File: src/rtl/count_scheduler.sv
// Shared up-counter scheduler: grants one requester at a time,
// counts 0..len, then pulses done. Define SCHED_FIXED_PRIO_EN for fixed priority.
module count_scheduler #(
   parameter int NREQ = 4,
   parameter int CW   = 4,
   parameter int IDW  = 2
) (
   input  logic                 clk,
   input  logic                 rst,
   input  logic [NREQ-1:0]      req,
   input  logic [NREQ*CW-1:0]   len,
   output logic [NREQ-1:0]      gnt,
   output logic                 busy,
   output logic [IDW-1:0]       cur_id,
   output logic [CW-1:0]        count,
   output logic [NREQ-1:0]      done
);

   typedef enum logic [1:0] {
      IDLE,
      RUN,
      DONE
   } state_t;

   state_t             state;
   logic [CW-1:0]      len_q;
   logic               sel_any;
   logic [IDW-1:0]     sel_id;
   logic [CW-1:0]      sel_len;
   logic [IDW:0]       off;
   logic [IDW:0]       sum;
   logic [NREQ-1:0]    rot;
   logic               cur_req;
   logic [IDW-1:0]     nxt_id;

`ifndef SCHED_FIXED_PRIO_EN
   logic [IDW-1:0]     ptr;
   logic [2*NREQ-1:0]  dbl;
`endif

   // pick the winner: first set req at or above the pointer, wrapping
   always_comb begin
      sel_any = |req;
`ifdef SCHED_FIXED_PRIO_EN
      rot = req;
`else
      dbl = {req, req} >> ptr;
      rot = dbl[NREQ-1:0];
`endif
      off = '0;
      for (int k = NREQ - 1; k >= 0; k--) begin
         if (rot[k]) begin
            off = (IDW+1)'(k);
         end
      end
`ifdef SCHED_FIXED_PRIO_EN
      sum = off;
`else
      sum = {1'b0, ptr} + off;
      if (sum >= (IDW+1)'(NREQ)) begin
         sum = sum - (IDW+1)'(NREQ);
      end
`endif
      sel_id = sum[IDW-1:0];
      sel_len = '0;
      for (int k = 0; k < NREQ; k++) begin
         if (sel_id == IDW'(k)) begin
            sel_len = len[k*CW +: CW];
         end
      end
   end

   // live request of the granted requester, and its round-robin successor
   always_comb begin
      cur_req = |(req & gnt);
      if (cur_id == IDW'(NREQ - 1)) begin
         nxt_id = '0;
      end else begin
         nxt_id = cur_id + 1'b1;
      end
   end

   // grant / count / done sequencing
   always_ff @(posedge clk or negedge rst) begin
      if (!rst) begin
         state  <= IDLE;
         gnt    <= '0;
         done   <= '0;
         busy   <= 1'b0;
         count  <= '0;
         cur_id <= '0;
         len_q  <= '0;
`ifndef SCHED_FIXED_PRIO_EN
         ptr    <= '0;
`endif
      end else begin
         unique case (state)
            IDLE: begin
               count <= '0;
               if (sel_any) begin
                  state  <= RUN;
                  gnt    <= NREQ'(1) << sel_id;
                  cur_id <= sel_id;
                  busy   <= 1'b1;
                  len_q  <= sel_len;
               end
            end
            RUN: begin
               if (!cur_req) begin
                  state <= IDLE;
                  gnt   <= '0;
                  busy  <= 1'b0;
                  count <= '0;
`ifndef SCHED_FIXED_PRIO_EN
                  ptr   <= nxt_id;
`endif
               end else if (count == len_q) begin
                  state <= DONE;
                  gnt   <= '0;
                  done  <= NREQ'(1) << cur_id;
               end else begin
                  count <= count + 1'b1;
               end
            end
            DONE: begin
               state <= IDLE;
               done  <= '0;
               busy  <= 1'b0;
               count <= '0;
`ifndef SCHED_FIXED_PRIO_EN
               ptr   <= nxt_id;
`endif
            end
            default: begin
               state <= IDLE;
            end
         endcase
      end
   end

endmodule

File: config.mk
export PLATFORM = sky130hd
export DESIGN_NAME = count_scheduler
export DESIGN_NICKNAME = d
export VERILOG_FILES = /design/src/rtl/count_scheduler.sv
export SDC_FILE = /design/constraint.sdc
export NUM_CORES = 1
export LEC_CHECK = 0
export CORE_MARGIN = 2
export CORE_UTILIZATION = 51
export DETAILED_ROUTE_END_ITERATION = 10
export PLACE_DENSITY = 0.78
export SLEW_MARGIN = 10
export SYNTH_ARGS = -nofsm -noshare
export SYNTH_HDL_FRONTEND = slang
export SYNTH_SLANG_ARGS = --single-unit
File: constraint.sdc
create_clock -name clk -period 2.7 [get_ports clk]
set_clock_uncertainty 0.15 [all_clocks]
set_input_delay 0.81 -clock clk [delete_from_list [all_inputs] [get_ports clk]]
set_output_delay 0.81 -clock clk [all_outputs]
set_load 0.01 [all_outputs]
-- Word-level counts from Yosys, hierarchy flattened
Cells that the tools add are included.
- bits in read-only memories: 0
- bits of input ports: 22
- flip-flop bits (word level): 23
- bits in writable memories: 0
- word-level logic and storage cells: 75
- latch bits: 0
- memories: 0
- output and inout bits: 15
- reductions and logical operators: 16
- shift operators: 3
- eq/ne operators: 13
- muxes and demuxes: 29
- order comparisons: 1
- bitwise logic cells: 1
- multiply operators: 0
- divide/modulo/power cells: 0
- add/subtract/negate cells: 4
- operators by type and width (operator ; number):
    2-to-1 mux 4 bit ; 11
    one-hot mux 4 bit (2 select lines) ; 3
    2-to-1 mux 2 bit ; 8
    AND reduction 3 bit ; 3
    equality test 2 bit (second input constant) ; 4
    inequality test 2 bit (second input constant) ; 4
    one-hot mux 2 bit (2 select lines) ; 2
    AND reduction 2 bit ; 4
    OR reduction 4 bit ; 2
    << shifter 1 x 2 -> 4 bit (first input constant) ; 2
    >> shifter 8 x 2 -> 4 bit ; 1
    2-to-1 mux 3 bit ; 2
    inequality test 3 bit (second input constant) ; 2
    nonzero test 2 bit ; 3
    adder 4 x 1 -> 4 bit (second input constant) ; 1
    bitwise AND 4 bit ; 1
    equality test 2 x 1 -> 1 bit (second input constant) ; 2
    equality test 4 bit ; 1
    logical NOT 2 bit ; 2
    adder 2 x 3 -> 3 bit ; 1
    greater-or-equal comparator 3 bit (second input constant) ; 1
    one-hot mux 1 bit (3 select lines) ; 1
    nonzero test 3 bit ; 1
    adder 2 x 1 -> 2 bit (second input constant) ; 1
    other kinds (3) ; 4

-- Longest topological paths before layout
- depth after elaboration: 13
- mapped depth: 13
- depth with buffers taken out: 12

-- Worst setup path before layout
Ideal clock, no wire load.
- path kind: input port to flip-flop
- start: input req[3]
- end: register len_q[0]
- library setup time: 0.139 ns
- setup slack: -0.164 ns
- stages: 12
- required time: 2.411 ns
- buffers on the path: 1
- arrival: 2.575 ns
- cells stage by stage: buf_6 > nor2b_1 > a21oi_1 > nor2_1 > a211oi_1 > a21oi_1 > ha_1 > xnor2_4 > a2bb2oi_1 > o21ai_0 > a31oi_1 > o221ai_1
- longest elaborated chain between the ends: 13
- elaborated cells on any way between the ends: 19
- those cells by class: 2 x add/sub; 1 x order compare; 3 x eq/ne; 1 x shift; 9 x mux; 3 x reduce/logical
- RTL lines (element ; line ; source):
    from (decl) ; 10 ; input logic [NREQ-1:0] req,
    >> shifter 8 x 2 -> 4 bit ; 47 ; dbl = {req, req} >> ptr;
    2-to-1 mux 2 bit (2 in series) ; 52 ; if (rot[k]) begin
    2-to-1 mux 3 bit (2 in series) ; 52 ;
    adder 2 x 3 -> 3 bit ; 59 ; sum = {1'b0, ptr} + off;
    greater-or-equal comparator 3 bit or subtractor 2 x 1 -> 2 bit (tied branches) ; 60, 61 ;
    2-to-1 mux 2 bit ; 60 ; if (sum >= (IDW+1)'(NREQ)) begin
    logical NOT 2 bit ; 67 ; if (sel_id == IDW'(k)) begin
    2-to-1 mux 4 bit (4 in series) ; 67 ;
    to (signal assigned) ; 105 ; len_q <= sel_len;
    to (decl) ; 26 ; logic [CW-1:0] len_q;
Several ways; a longest one is shown, not always the timed one.
A chain may end at the register's enable or synchronous reset.

-- Final worst setup path
- start: input req[0]
- end: register len_q[2]
The elaborated chain is that of the path after synthesis.

==> run metrics <==
Die Area just under 4000 um2; initial antenna violation count 0; drt pass-1 iters 4; core outline area about 3300 um2; max_cap viols 0; Initial Utilization 0.529; Top FF cell, synth dfrtp_1; first-pass GRT wire length 7610 um; RD Place Congestion 0.859; Post-Synthesis Cells between 150 and 200; routed vias/inst 5.68; critical path required time roughly 2700 ps; Crit. End Element flop; I/O pin cnt 37; # diodes 0; slew at the pin closest to its max-slew limit 557 ps; Worst Path Max Fanout 8; final core occ 0.709; WL per Instance between 15 and 20 um; FF+latch count, synth 23; Post-Layout Cell Count ~290; Num CTS Buffers 3; syn_nets roughly 210; Residual DRC 0; Placed Cells 280; Final setup viols 0; most frequent cells in the layout 32 x clkdlybuf4s50_1, 25 x nand2_1, 25 x buf_4, 23 x dfrtp_1, 12 x o21ai_0; clock sink total 23; leading area contributor after synthesis dfrtp_1; Max Slew Vio Count 0; vias in the first global route roughly 1,700; final antenna-violating net count 0; CP Class in -> reg; Synth top area share 0.329; Post-DP HPWL about 3500 um; synth warn 0; Peak supply drop roughly 0.00062 V; CP arrival around 2600 ps; HP Class reg -> reg; via count about 1,600; largest net degree at the start of global routing 24; layout cells sized above 1 0.218; DIE WIDTH 62.6 um; gr ovfl total 0; Syn-to-layout area delta 34.2%; maximum clock rate between 300 and 400 MHz; H-tree depth 1; number of synthesized flops with an enable pin 0; commonest non-fill, non-tap cell in the layout clkdlybuf4s50_1; buffers from clock root to sink, at most 2; Slew HR 0.629; Power per Cell Area approximately 1000 nW/um2; final hold violations 0; RSZ-0062 raised after global routing no; final WL ~4500 um; NumNets Final around 270; Skew-Pair Late Insertion Delay roughly 310 ps; status complete, no violations; port bufs 36; Clk Tree Root Cell clkbuf_4; async set or reset register ratio after synthesis 1.00; drt first-iter violations 68; Overall Global Routing Usage 0.241; Worst Setup Start Kind input pin; Leak Pwr 0.000979 uW; Worst-path clk slew between 100 and 150 ps; syn_area_per_cell around 9.6 um2; Die H about 63 um; Seq/Total Area, Yosys 0.329; Period Utilization, post-route 0.948; dominant cells by area after synthesis dfrtp_1 33%, ha_1 6.4%, mux2i_1 5.7%; Synth cell types a little under 50; # rows 21; CTS tree done; synthesized area around 1800 um2; min Tclk post-route 2560 ps
==> cell families (layout without fill, tap and decap cells) <==
family,Yosys count,in the layout,share of synthesized area
compound gates,61,61,0.270
buf+inv,20,77,0.0608
xor+xnor,6,6,0.0515
simple gates,52,52,0.161
flops,23,23,0.329
mux,11,11,0.0636
fa+ha+maj,9,9,0.0643
==> state kept, by name, summed over array words and instances (netlist names) <==
| register | flops |
|---|---|
| state | 2 |
| done | 4 |
| busy | 1 |
| gnt | 4 |
| len_q | 4 |
| count | 4 |
| ptr | 2 |
| cur_id | 2 |
==> critical path, cell delays in order <==
cell	delay [ps]
dlygate4sd2_1	240
o21ai_1	80
a21oi_1	140
a21oi_1	50
a21oi_1	170
ha_2	260
xnor2_4	110
xnor2_4	320
mux2i_1	280
o221ai_1	130
==> worst paths after layout <==
check	endpoint	slack, ps	start	cells past startpoint
max	len_q[2]	140	req[0]	10
min	state[0]	380	state[0]	2
max reg2reg	len_q[2]	340	ptr[1]	9
min reg2reg	state[0]	380	state[0]	2
max in group asynchronous	busy	1490	rst	2
min in group asynchronous	done[3]	680	rst	2
==> layout make-up <==
| cell class | count | area, um2 |
|---|---|---|
| Clock buffer | 4 | 26.3 |
| Fill cell | 269 | 962 |
| Inverter | 11 | 41.3 |
| Multi-Input combinational cell | 139 | 1090 |
| Sequential cell | 23 | 576 |
| Tap cell | 46 | 57.6 |
| Timing Repair Buffer | 62 | 554 |
==> routing by layer <==
metal | share of wire | vias up | global-route usage
met5 | 0 | - | 0
met4 | 0.017 | 0 | 0.0861
met3 | 0.043 | 8 | 0.0252
met2 | 0.51 | 39 | 0.431
met1 | 0.43 | 790 | 0.299
li1 | - | 781 | -
==> timing repair <==
item                                    in CTS  in global routing
endpoints found under the setup margin       9                  8
pin swaps                                    6                  8
buffers inserted                             2                  0
hold buffers                                 0                  0
resized for setup                           12                  5
==> power breakdown <==
part | internal [uW] | switching [uW] | leakage [uW]
clock | 57.7 | 104 | 0.0000150
sequential | 460 | 126 | 0.000280
combinational | 815 | 825 | 0.000684
total | 1330 | 1050 | 0.000979
==> synthesized netlist by cell type, types with 2 or more instances <==
library cell,count
nand2_1,25
dfrtp_1,23
o21ai_0,14
inv_1,11
mux2i_1,10
ha_1,9
a21oi_1,7
o21ai_1,5
a31oi_1,4
nor2_1,4
o211ai_1,4
o221ai_1,4
o31ai_1,4
xnor2_1,4
buf_6,3
clkbuf_1,3
nor2b_1,3
nor3_1,3
nor3b_2,3
a22o_1,2
buf_4,2
nand2b_1,2
nand3_1,2
nor2_4,2
nor3b_1,2
o21ai_4,2
o41ai_1,2
xnor2_4,2
==> stage by stage <==
step | total power, uW | setup slack (ps) | cell area [um2] | hold slack (ps) | TNS (ps)
5_1_grt | 2570 | 6.70 | 2350 | 420 | 0
6_report | 2390 | 142 | 2350 | 381 | 0
3_5_place_dp | 2180 | -658 | 2320 | 355 | -7050
2_1_floorplan | 1610 | -11.8 | 1770 | 317 | -11.8
3_3_place_gp | 2130 | -558 | 2320 | 320 | -5820
4_1_cts | 2390 | 0.982 | 2350 | 384 | 0
(Power assumes the default switching activity.)
